===== src/rtl/mips_branch_pkg.sv =====
// Shared branch-type encodings and 2-bit counter helpers for the branch resolve path.
package mips_branch_pkg;

    typedef enum logic [2:0] {
        BR_BEQ  = 3'b000,
        BR_BNE  = 3'b001,
        BR_BLEZ = 3'b010,
        BR_BGTZ = 3'b011,
        BR_BLTZ = 3'b100,
        BR_BGEZ = 3'b101,
        BR_NONE = 3'b110
    } br_type_e;

    localparam logic [1:0] SNT = 2'b00;
    localparam logic [1:0] WNT = 2'b01;
    localparam logic [1:0] WT  = 2'b10;
    localparam logic [1:0] ST  = 2'b11;

    function automatic logic [1:0] sat_next(input logic [1:0] ctr, input logic taken);
        logic [1:0] nxt;
        if (taken) begin
            nxt = (ctr == ST) ? ST : ctr + 2'd1;
        end else begin
            nxt = (ctr == SNT) ? SNT : ctr - 2'd1;
        end
        return nxt;
    endfunction

endpackage


===== src/rtl/bht_2bit.sv =====
// Branch history table of 2-bit saturating counters: async read, sync update, sync reset.
module bht_2bit
    import mips_branch_pkg::*;
#(
    parameter int unsigned IDX_BITS  = 6,
    parameter logic [1:0]  RESET_CTR = WNT
) (
    input  logic                clk,
    input  logic                rst,
    input  logic [IDX_BITS-1:0] rd_idx,
    output logic [1:0]          rd_ctr,
    input  logic                wr_en,
    input  logic [IDX_BITS-1:0] wr_idx,
    input  logic                wr_taken
);

    localparam int unsigned Entries = 2 ** IDX_BITS;

    logic [1:0] ctr_q [Entries];

    // No bypass: a same-cycle write is only visible to reads after the edge.
    assign rd_ctr = ctr_q[rd_idx];

    always_ff @(posedge clk) begin
        if (rst) begin
            for (int i = 0; i < int'(Entries); i++) begin
                ctr_q[i] <= RESET_CTR;
            end
        end else if (wr_en) begin
            ctr_q[wr_idx] <= sat_next(ctr_q[wr_idx], wr_taken);
        end
    end

endmodule


===== src/rtl/branch_resolve_unit.sv =====
// Resolves EX-stage conditional branches, trains the BHT and issues a registered redirect/flush.
module branch_resolve_unit
    import mips_branch_pkg::*;
#(
    parameter int unsigned IDX_BITS  = 6,
    parameter logic [1:0]  RESET_CTR = WNT
) (
    input  logic        Clk,
    input  logic        Rst,
    input  logic [31:0] IF_PC,
    output logic        PredTaken,
    input  logic        Stall,
    input  logic        BrValid,
    input  logic [2:0]  BrType,
    input  logic [31:0] BrPC,
    input  logic [31:0] BrTarget,
    input  logic        BrPredTaken,
    input  logic        Zero,
    input  logic        Sign,
    output logic        Redirect,
    output logic [31:0] RedirectPC,
    output logic [31:0] BranchCount,
    output logic [31:0] MissCount
);

    logic        redirect_q;
    logic [31:0] redirect_pc_q;
    logic [31:0] branch_count_q;
    logic [31:0] miss_count_q;
    logic        taken;
    logic        is_branch;
    logic        accept;
    logic        mispredict;
    logic [31:0] fall_through;
    logic [1:0]  pred_ctr;
    logic        unused_bits;

    always_comb begin
        taken = 1'b0;
        case (BrType)
            BR_BEQ:  taken = Zero;
            BR_BNE:  taken = ~Zero;
            BR_BLEZ: taken = Sign | Zero;
            BR_BGTZ: taken = ~Sign & ~Zero;
            BR_BLTZ: taken = Sign;
            BR_BGEZ: taken = ~Sign;
            default: taken = 1'b0;
        endcase
    end

    assign is_branch    = (BrType <= BR_BGEZ);
    // Anything in EX while the redirect is out is wrong-path and must be dropped.
    assign accept       = BrValid & ~Stall & ~redirect_q & is_branch;
    assign mispredict   = accept & (taken != BrPredTaken);
    assign fall_through = BrPC + 32'd4;

    always_ff @(posedge Clk) begin
        if (Rst) begin
            redirect_q     <= 1'b0;
            redirect_pc_q  <= 32'd0;
            branch_count_q <= 32'd0;
            miss_count_q   <= 32'd0;
        end else begin
            redirect_q <= 1'b0;
            if (accept) begin
                branch_count_q <= branch_count_q + 32'd1;
            end
            if (mispredict) begin
                miss_count_q  <= miss_count_q + 32'd1;
                redirect_q    <= 1'b1;
                redirect_pc_q <= taken ? BrTarget : fall_through;
            end
        end
    end

    bht_2bit #(
        .IDX_BITS  (IDX_BITS),
        .RESET_CTR (RESET_CTR)
    ) u_bht (
        .clk      (Clk),
        .rst      (Rst),
        .rd_idx   (IF_PC[IDX_BITS+1:2]),
        .rd_ctr   (pred_ctr),
        .wr_en    (accept),
        .wr_idx   (BrPC[IDX_BITS+1:2]),
        .wr_taken (taken)
    );

    assign PredTaken   = pred_ctr[1];
    assign Redirect    = redirect_q;
    assign RedirectPC  = redirect_pc_q;
    assign BranchCount = branch_count_q;
    assign MissCount   = miss_count_q;

    assign unused_bits = ^{IF_PC[31:IDX_BITS+2], IF_PC[1:0], pred_ctr[0]};

endmodule


===== config.mk =====
export PLATFORM = sky130hd
export DESIGN_NAME = branch_resolve_unit
export DESIGN_NICKNAME = d
export VERILOG_FILES = /design/src/rtl/mips_branch_pkg.sv /design/src/rtl/bht_2bit.sv /design/src/rtl/branch_resolve_unit.sv
export SDC_FILE = /design/constraint.sdc
export NUM_CORES = 1
export LEC_CHECK = 0
export BUFFER_PORTS_ARGS = -buffer_cell sky130_fd_sc_hd__buf_2
export CAP_MARGIN = 40
export CORE_MARGIN = 2
export CORE_UTILIZATION = 45
export CTS_CLUSTER_SIZE = 10
export DETAILED_ROUTE_END_ITERATION = 7
export HOLD_SLACK_MARGIN = 0.08
export PLACE_DENSITY = 0.75
export SYNTH_ARGS = -nofsm -noshare
export SYNTH_HDL_FRONTEND = slang
export SYNTH_SLANG_ARGS = --single-unit

===== constraint.sdc =====
create_clock -name Clk -period 3 [get_ports Clk]
set_clock_uncertainty 0.2 [all_clocks]
set_input_delay 0.3 -clock Clk [delete_from_list [all_inputs] [get_ports Clk]]
set_output_delay 0.3 -clock Clk [all_outputs]
set_load 0.02 [all_outputs]

==> results of run 1 <==
## through the flow
stage / TNS (ns) / util [%] / cell area, um^2
floorplan: 0 / - / 11810
global placement: -5.602 / 51.86 / 13440
detailed placement: -7.450 / 51.86 / 13440
CTS: -0.03992 / 57.20 / 14820
global route: -4.611 / 57.56 / 14910
finish: -0.03056 / 57.56 / 14910
## layout by cell type, fill, tap and decap left out, types with 13 or more instances in the layout
| cell type | instances |
|---|---|
| mux2i_1 | 27 |
| nand4_1 | 30 |
| o211ai_1 | 21 |
| and2_1 | 13 |
| a21oi_1 | 44 |
| clkbuf_16 | 29 |
| dfxtp_1 | 97 |
| o21ai_0 | 22 |
| mux2_2 | 15 |
| nand3_1 | 99 |
| nand2_1 | 198 |
| mux4_2 | 25 |
| xor2_1 | 60 |
| xnor2_1 | 26 |
| nor3_1 | 17 |
| dlygate4sd3_1 | 63 |
| edfxtp_1 | 128 |
| and3_1 | 17 |
| buf_4 | 77 |
| buf_2 | 176 |
| a221oi_1 | 17 |
| nor2_1 | 159 |
## synthesized netlist by cell type, drive strengths merged, types with 5 or more instances
cell / number
o22a: 5
mux2: 15
nand2: 198
inv: 8
a21oi: 44
mux2i: 27
xnor2: 26
a22o: 5
buf: 27
and2: 13
and4: 10
edfxtp: 128
nand2b: 5
a221oi: 17
nor3: 19
clkbuf: 67
nor2b: 9
or3: 7
nor4: 5
a211oi: 6
a22oi: 6
nand4: 30
a31oi: 6
nor2: 160
xor2: 60
dfxtp: 97
and3: 17
o211ai: 21
o21ai: 23
or2: 5
nand3: 100
mux4: 25
## routing by layer
layer	vias to the layer above	track usage, %	part of all wire, %
li1	4935	-	-
met1	5098	30.83	39
met2	568	39.27	47
met3	144	3.551	8.5
met4	0	13.84	5.9
met5	-	0	0
## state kept, by name, indices dropped and copies added, names as in the netlist
signal       cells
RedirectPC      32
u_bht.ctr_q    128
MissCount       32
BranchCount     32
Redirect         1
## critical path: stages, from the launching register on
cell and delay, ns:
edfxtp_1 0.44, mux4_2 0.53, mux4_2 0.47, nor2b_1 0.14
a211oi_1 0.18, a21oi_1 0.06, buf_2 0.16
## logic make-up (layout without fill, tap and decap cells)
family | count (synthesis) | count (layout) | share of synthesized area [%]
simple gates | 595 | 595 | 23.33
flops | 225 | 225 | 49.05
compound gates | 147 | 147 | 8.369
buf+inv | 103 | 382 | 3.967
xor+xnor | 86 | 86 | 6.385
mux | 67 | 67 | 8.496
fa+ha+maj | 4 | 4 | 0.4031
other cells | 0 | 1 | 0
## power by group through the flow
| stage | logic [mW] | registers [mW] | clock network [mW] |
|---|---|---|---|
| 2_1_floorplan | 0.531 | 3.44 | 0 |
| 3_3_place_gp | 0.874 | 3.42 | 0 |
| 5_1_grt | 1.09 | 3.36 | 3.02 |
| 3_5_place_dp | 0.884 | 3.42 | 0 |
| 6_report | 1.03 | 3.36 | 2.87 |
| 4_1_cts | 0.953 | 3.36 | 2.91 |
## timing repair
| action | 4_1_cts | 5_1_grt |
|---|---|---|
| hold endpoints to repair | 32 | 0 |
| hold buffers | 63 | 0 |
| gates resized for setup | 0 | 5 |
| buffers inserted | 0 | 1 |
| gates cloned | 0 | 2 |
| pin swaps | 1 | 2 |
| setup endpoints to repair | 2 | 67 |
## cell type report
type	instances	area [um^2]
diodes	1	2.502
clock buffers	38	716.9
clock inverters	5	37.54
fillers	2066	11000
inverters	9	33.78
multi-input cells	899	5574
flip-flops and latches	225	5786
well taps	335	419.2
repair buffers	330	2345
## worst max-delay path by stage
stage,endpoint
final,PredTaken
after global routing,u_bht.ctr_q[10][1]
after CTS,PredTaken
after detailed placement,u_bht.ctr_q[10][1]
after global placement,u_bht.ctr_q[10][1]
after floorplan,u_bht.ctr_q[36][1]
==> results.tsv, run 1 <==
metric	value	unit
layout cells sized above 1	23.71	%
CTS Buf Count	27	
Final Hold Viols	0	
Hold Path Class	input pin to register	
Period Utilization, post-route	101.0	%
PortBufs	177	
CTS max path bufs	3	
DRT Pass-1 Iters	8	
hold_ws	0.1343	ns
vias per inst	5.833	
Worst Path Class, Setup	register to output port	
Die Wd	165.9	um
Critical Path End Type	output port	
CP Max Fanout	2	
minimum clock period	3.031	ns
Post-Synthesis Cells	1227	
clk slew on worst S/H paths	0.05	ns
worst rel slew slack	49.66	%
worst-case reg-to-reg path depth	9	
top post-synthesis cells by area	edfxtp_1, dfxtp_1, nand2_1	
Final #Nets	1601	
vias post-DR	10750	
non-filler cells, final	1842	
Core Area	0.02591	mm^2
Final Worst Setup Slack	-0.03056	ns
final wirelength	34.60	mm
# H-tree levels	1	
Synth Net Count	1336	
Int Pwr	5.402	mW
RSZ-0062 raised after global routing	yes	
Seq pwr share	46.3	%
Total GRT Usage	24.11	%
Mean Syn Cell Area	9.614	um^2
CTS tree	yes	
vias in the first global route	10450	
area leader, netlist	edfxtp_1	
FF-to-FF Start	u_bht.ctr_q[36][0]	
first-pass GRT wire length	54.32	mm
r2r endpoint	u_bht.ctr_q[36][1]	
WL/cell	18.78	um
Max Fclk	330.0	MHz
CP Launch Point	u_bht.ctr_q[3][1]	
Die Footprint	0.02752	mm^2
DRC viols	1	
Slew @ Worst Pin	0.7551	ns
proportion of power drawn by combinational gates	14.2	%
synthesized flop and latch total	225	
max_cap viols	0	
IO Pins	204	
Synth-to-Final Area Change	26.43	%
failing checks	DRC, setup timing	
asr flop ratio synth	0	%
Post-synth EDFFs	128	
initial antenna violation count	1	
Hold EP	u_bht.ctr_q[33][0]	
initial core utilization	45.53	%
largest net degree at the start of global routing	65	
routability congestion estimate	0.9576	
# setup viols final	1	
clock sink count	225	
status	finished, violations left	
Psw	1.857	mW
Startpoint Class	register	
Die Y	165.9	um
reg-to-reg slack, setup	0.01	ns
Pwr Density	486.7	mW/mm^2
Peak VDD IR	0.5593	mV
Place WS	-0.1410	ns
ys flop type	edfxtp_1	
Worst-Skew Late Latency	0.54	ns
First DRT Iteration DRCs	1145	
Yosys top cell area share	32.58	%
root buf cell	clkbuf_16	
grt ovf	0	
Synth cell types	58	
Final ANT Viol Nets	0	
hpwl dp	23.15	mm
Ys Warns	0	
Leak	5.627	nW
Clock power frac	39.5	%
register area share after synthesis	49.05	%
Mapped Area	0.01180	mm^2
sw frac	25.58	%
Arr. time, crit path	2.53	ns
Critical Path RT	2.50	ns
cell count after placement	1732	
hold path start	BrPC[4]	
hold depth	4	
Pwr Total	7.259	mW
FP Rows	59	
pins over their slew limit	0	
Note: power is estimated with default switching activity, not from simulation.
==> inputs of run 2 (changes only) <==
Settings changed: PLACE_DENSITY 0.75 to 0.72.
Clock period 3 ns to 2.9 ns, I/O delays scaled along.
==> run 2 against run 1 <==
Net effect:
- sequential cell count did not move
- first-iteration DRC count shrank 6.4%
- via count increased by 1.7%
- largest cell class is now multi-input gates
- the flow finishes with violations (setup timing)
- setup slack worse by 0.13 ns
==> results.tsv, run 2 (synthesis gave the netlist of run 1 again) <==
metric	value	unit
status	finished, violations left	
failing checks	setup timing	
Final Hold Viols	0	
vias post-DR	10930	
FF-to-FF Start	u_bht.ctr_q[35][0]	
Hold Path Class	input pin to register	
Hold EP	RedirectPC[30]	
# H-tree levels	1	
Startpoint Class	register	
Die Y	165.9	um
Antenna Cells	0	
Pwr Density	496.6	mW/mm^2
DRT Pass-1 Iters	5	
hold depth	4	
Pwr Total	7.717	mW
Slew @ Worst Pin	0.7922	ns
CP max stage delay	0.45	ns
Synth-to-Final Area Change	31.73	%
clk slew on worst S/H paths	0.06	ns
Final Util	59.97	%
CTS Buf Count	26	
Max Fclk	326.7	MHz
IO Pins	204	
worst-case reg-to-reg path depth	9	
Leak	5.828	nW
vias per inst	5.888	
FP Rows	59	
initial core utilization	45.53	%
Worst-Skew Late Latency	0.52	ns
Critical Path End Type	register	
RSZ-0062 raised after global routing	yes	
vias in the first global route	10680	
initial antenna violation count	0	
routability congestion estimate	0.9379	
Die Footprint	0.02752	mm^2
PortBufs	177	
root buf cell	clkbuf_16	
Peak VDD IR	0.4273	mV
max reg flops	128	
commonest non-fill, non-tap cells in the layout	nand2_1, buf_2, nor2_1	
max_cap viols	0	
Arr. time, crit path	3.12	ns
hold path start	BrPC[30]	
cell count after placement	1735	
Final ANT Viol Nets	0	
Final #Nets	1616	
slowest CP cell	mux4_2	
most common library cell in the layout ignoring fill and taps	nand2_1	
Worst Path Class, Setup	register to register	
Core Area	0.02591	mm^2
reg-to-reg slack, setup	-0.16	ns
CP Max Fanout	8	
Die Wd	165.9	um
largest reg by FF count	u_bht.ctr_q	
CTS tree	yes	
hpwl dp	24.33	mm
DRC viols	0	
layout cells sized above 1	29.52	%
worst rel slew slack	47.19	%
Period Utilization, post-route	105.5	%
Final Worst Setup Slack	-0.1606	ns
Critical Path RT	2.96	ns
grt ovf	0	
Total GRT Usage	25.48	%
r2r endpoint	u_bht.ctr_q[42][1]	
largest net degree at the start of global routing	65	
# setup viols final	119	
pins over their slew limit	0	
non-filler cells, final	1856	
clock sink count	225	
First DRT Iteration DRCs	1072	
minimum clock period	3.061	ns
WL/cell	20.10	um
CTS max path bufs	3	
critical path cell sequence	mux2_4, mux4_2, o311a_1, a211o_1, nor4_4, maj3_2, buf_6, buf_12, nor3_1	
final wirelength	37.30	mm
first-pass GRT wire length	57.05	mm
==> run 2: cell count changes in the layout (fill, tap and decap cells not counted), sizes merged <==
cell         before  now
inv               9    8
clkinv            5    1
dlygate4sd3      63   56
diode             1    0
clkbuf           40   49
buf             265  283
==> run 2: worst max-delay path: cells and delay by family, from the launching register on <==
family	cells	cell delay, ns
compound gates	2	0.63
simple gates	2	0.29
flops	1	0.38
mux	2	0.72
fa+ha+maj	1	0.30
buf+inv	2	0.28
==> run 2: worst max path at each step <==
stage,start,to,cells after the start
floorplan,BrPC[3],u_bht.ctr_q[36][1],10
global placement,BrPC[3],u_bht.ctr_q[52][1],9
detailed placement,BrPC[3],u_bht.ctr_q[63][1],9
CTS,u_bht.ctr_q[35][0],u_bht.ctr_q[10][1],9
global route,u_bht.ctr_q[35][0],u_bht.ctr_q[42][1],9
finish,u_bht.ctr_q[35][0],u_bht.ctr_q[42][1],9
==> run 2: repair_timing <==
action,in CTS,in global routing
endpoints found under the hold margin,38,0
hold buffers,56,0
setup buffers,8,8
pin swaps,3,9
cloned,1,10
gates resized for setup,9,94
setup endpoints to repair,65,137
==> run 2: layer usage <==
metal	track usage (%)	up-vias	wire length, um
li1	-	4953	-
met1	31.34	5251	13900
met2	44.06	596	18320
met4	10.21	0	1620
met3	5.076	128	3463
met5	0	-	0
==> run 2: stage by stage <==
step                setup TNS, ns  area, um^2  hold WS (ns)  setup slack (ns)
finish                     -9.955       15540        0.1073           -0.1606
global placement           -22.08       13460        0.2364           -0.2908
global route               -21.27       15540        0.1236           -0.2461
floorplan                  -1.660       11820        0.2877          -0.04409
detailed placement         -28.62       13480        0.2435           -0.3615
CTS                        -12.96       14890       0.08244           -0.2305
==> run 2: report_power, final <==
| group | switching (mW) | total (mW) | leakage, nW | internal (mW) |
|---|---|---|---|---|
| logic | 0.738 | 1.31 | 3.55 | 0.576 |
| clock network | 1.23 | 2.93 | 0.350 | 1.70 |
| registers | 0.0433 | 3.48 | 1.93 | 3.43 |
==> run 2: cell type report <==
class / count / area [um^2]
repair buffers: 346 / 2628
flip-flops and latches: 225 / 5786
well taps: 335 / 419.2
clock buffers: 42 / 732.0
multi-input cells: 899 / 5941
inverters: 9 / 33.78
fillers: 2042 / 10370
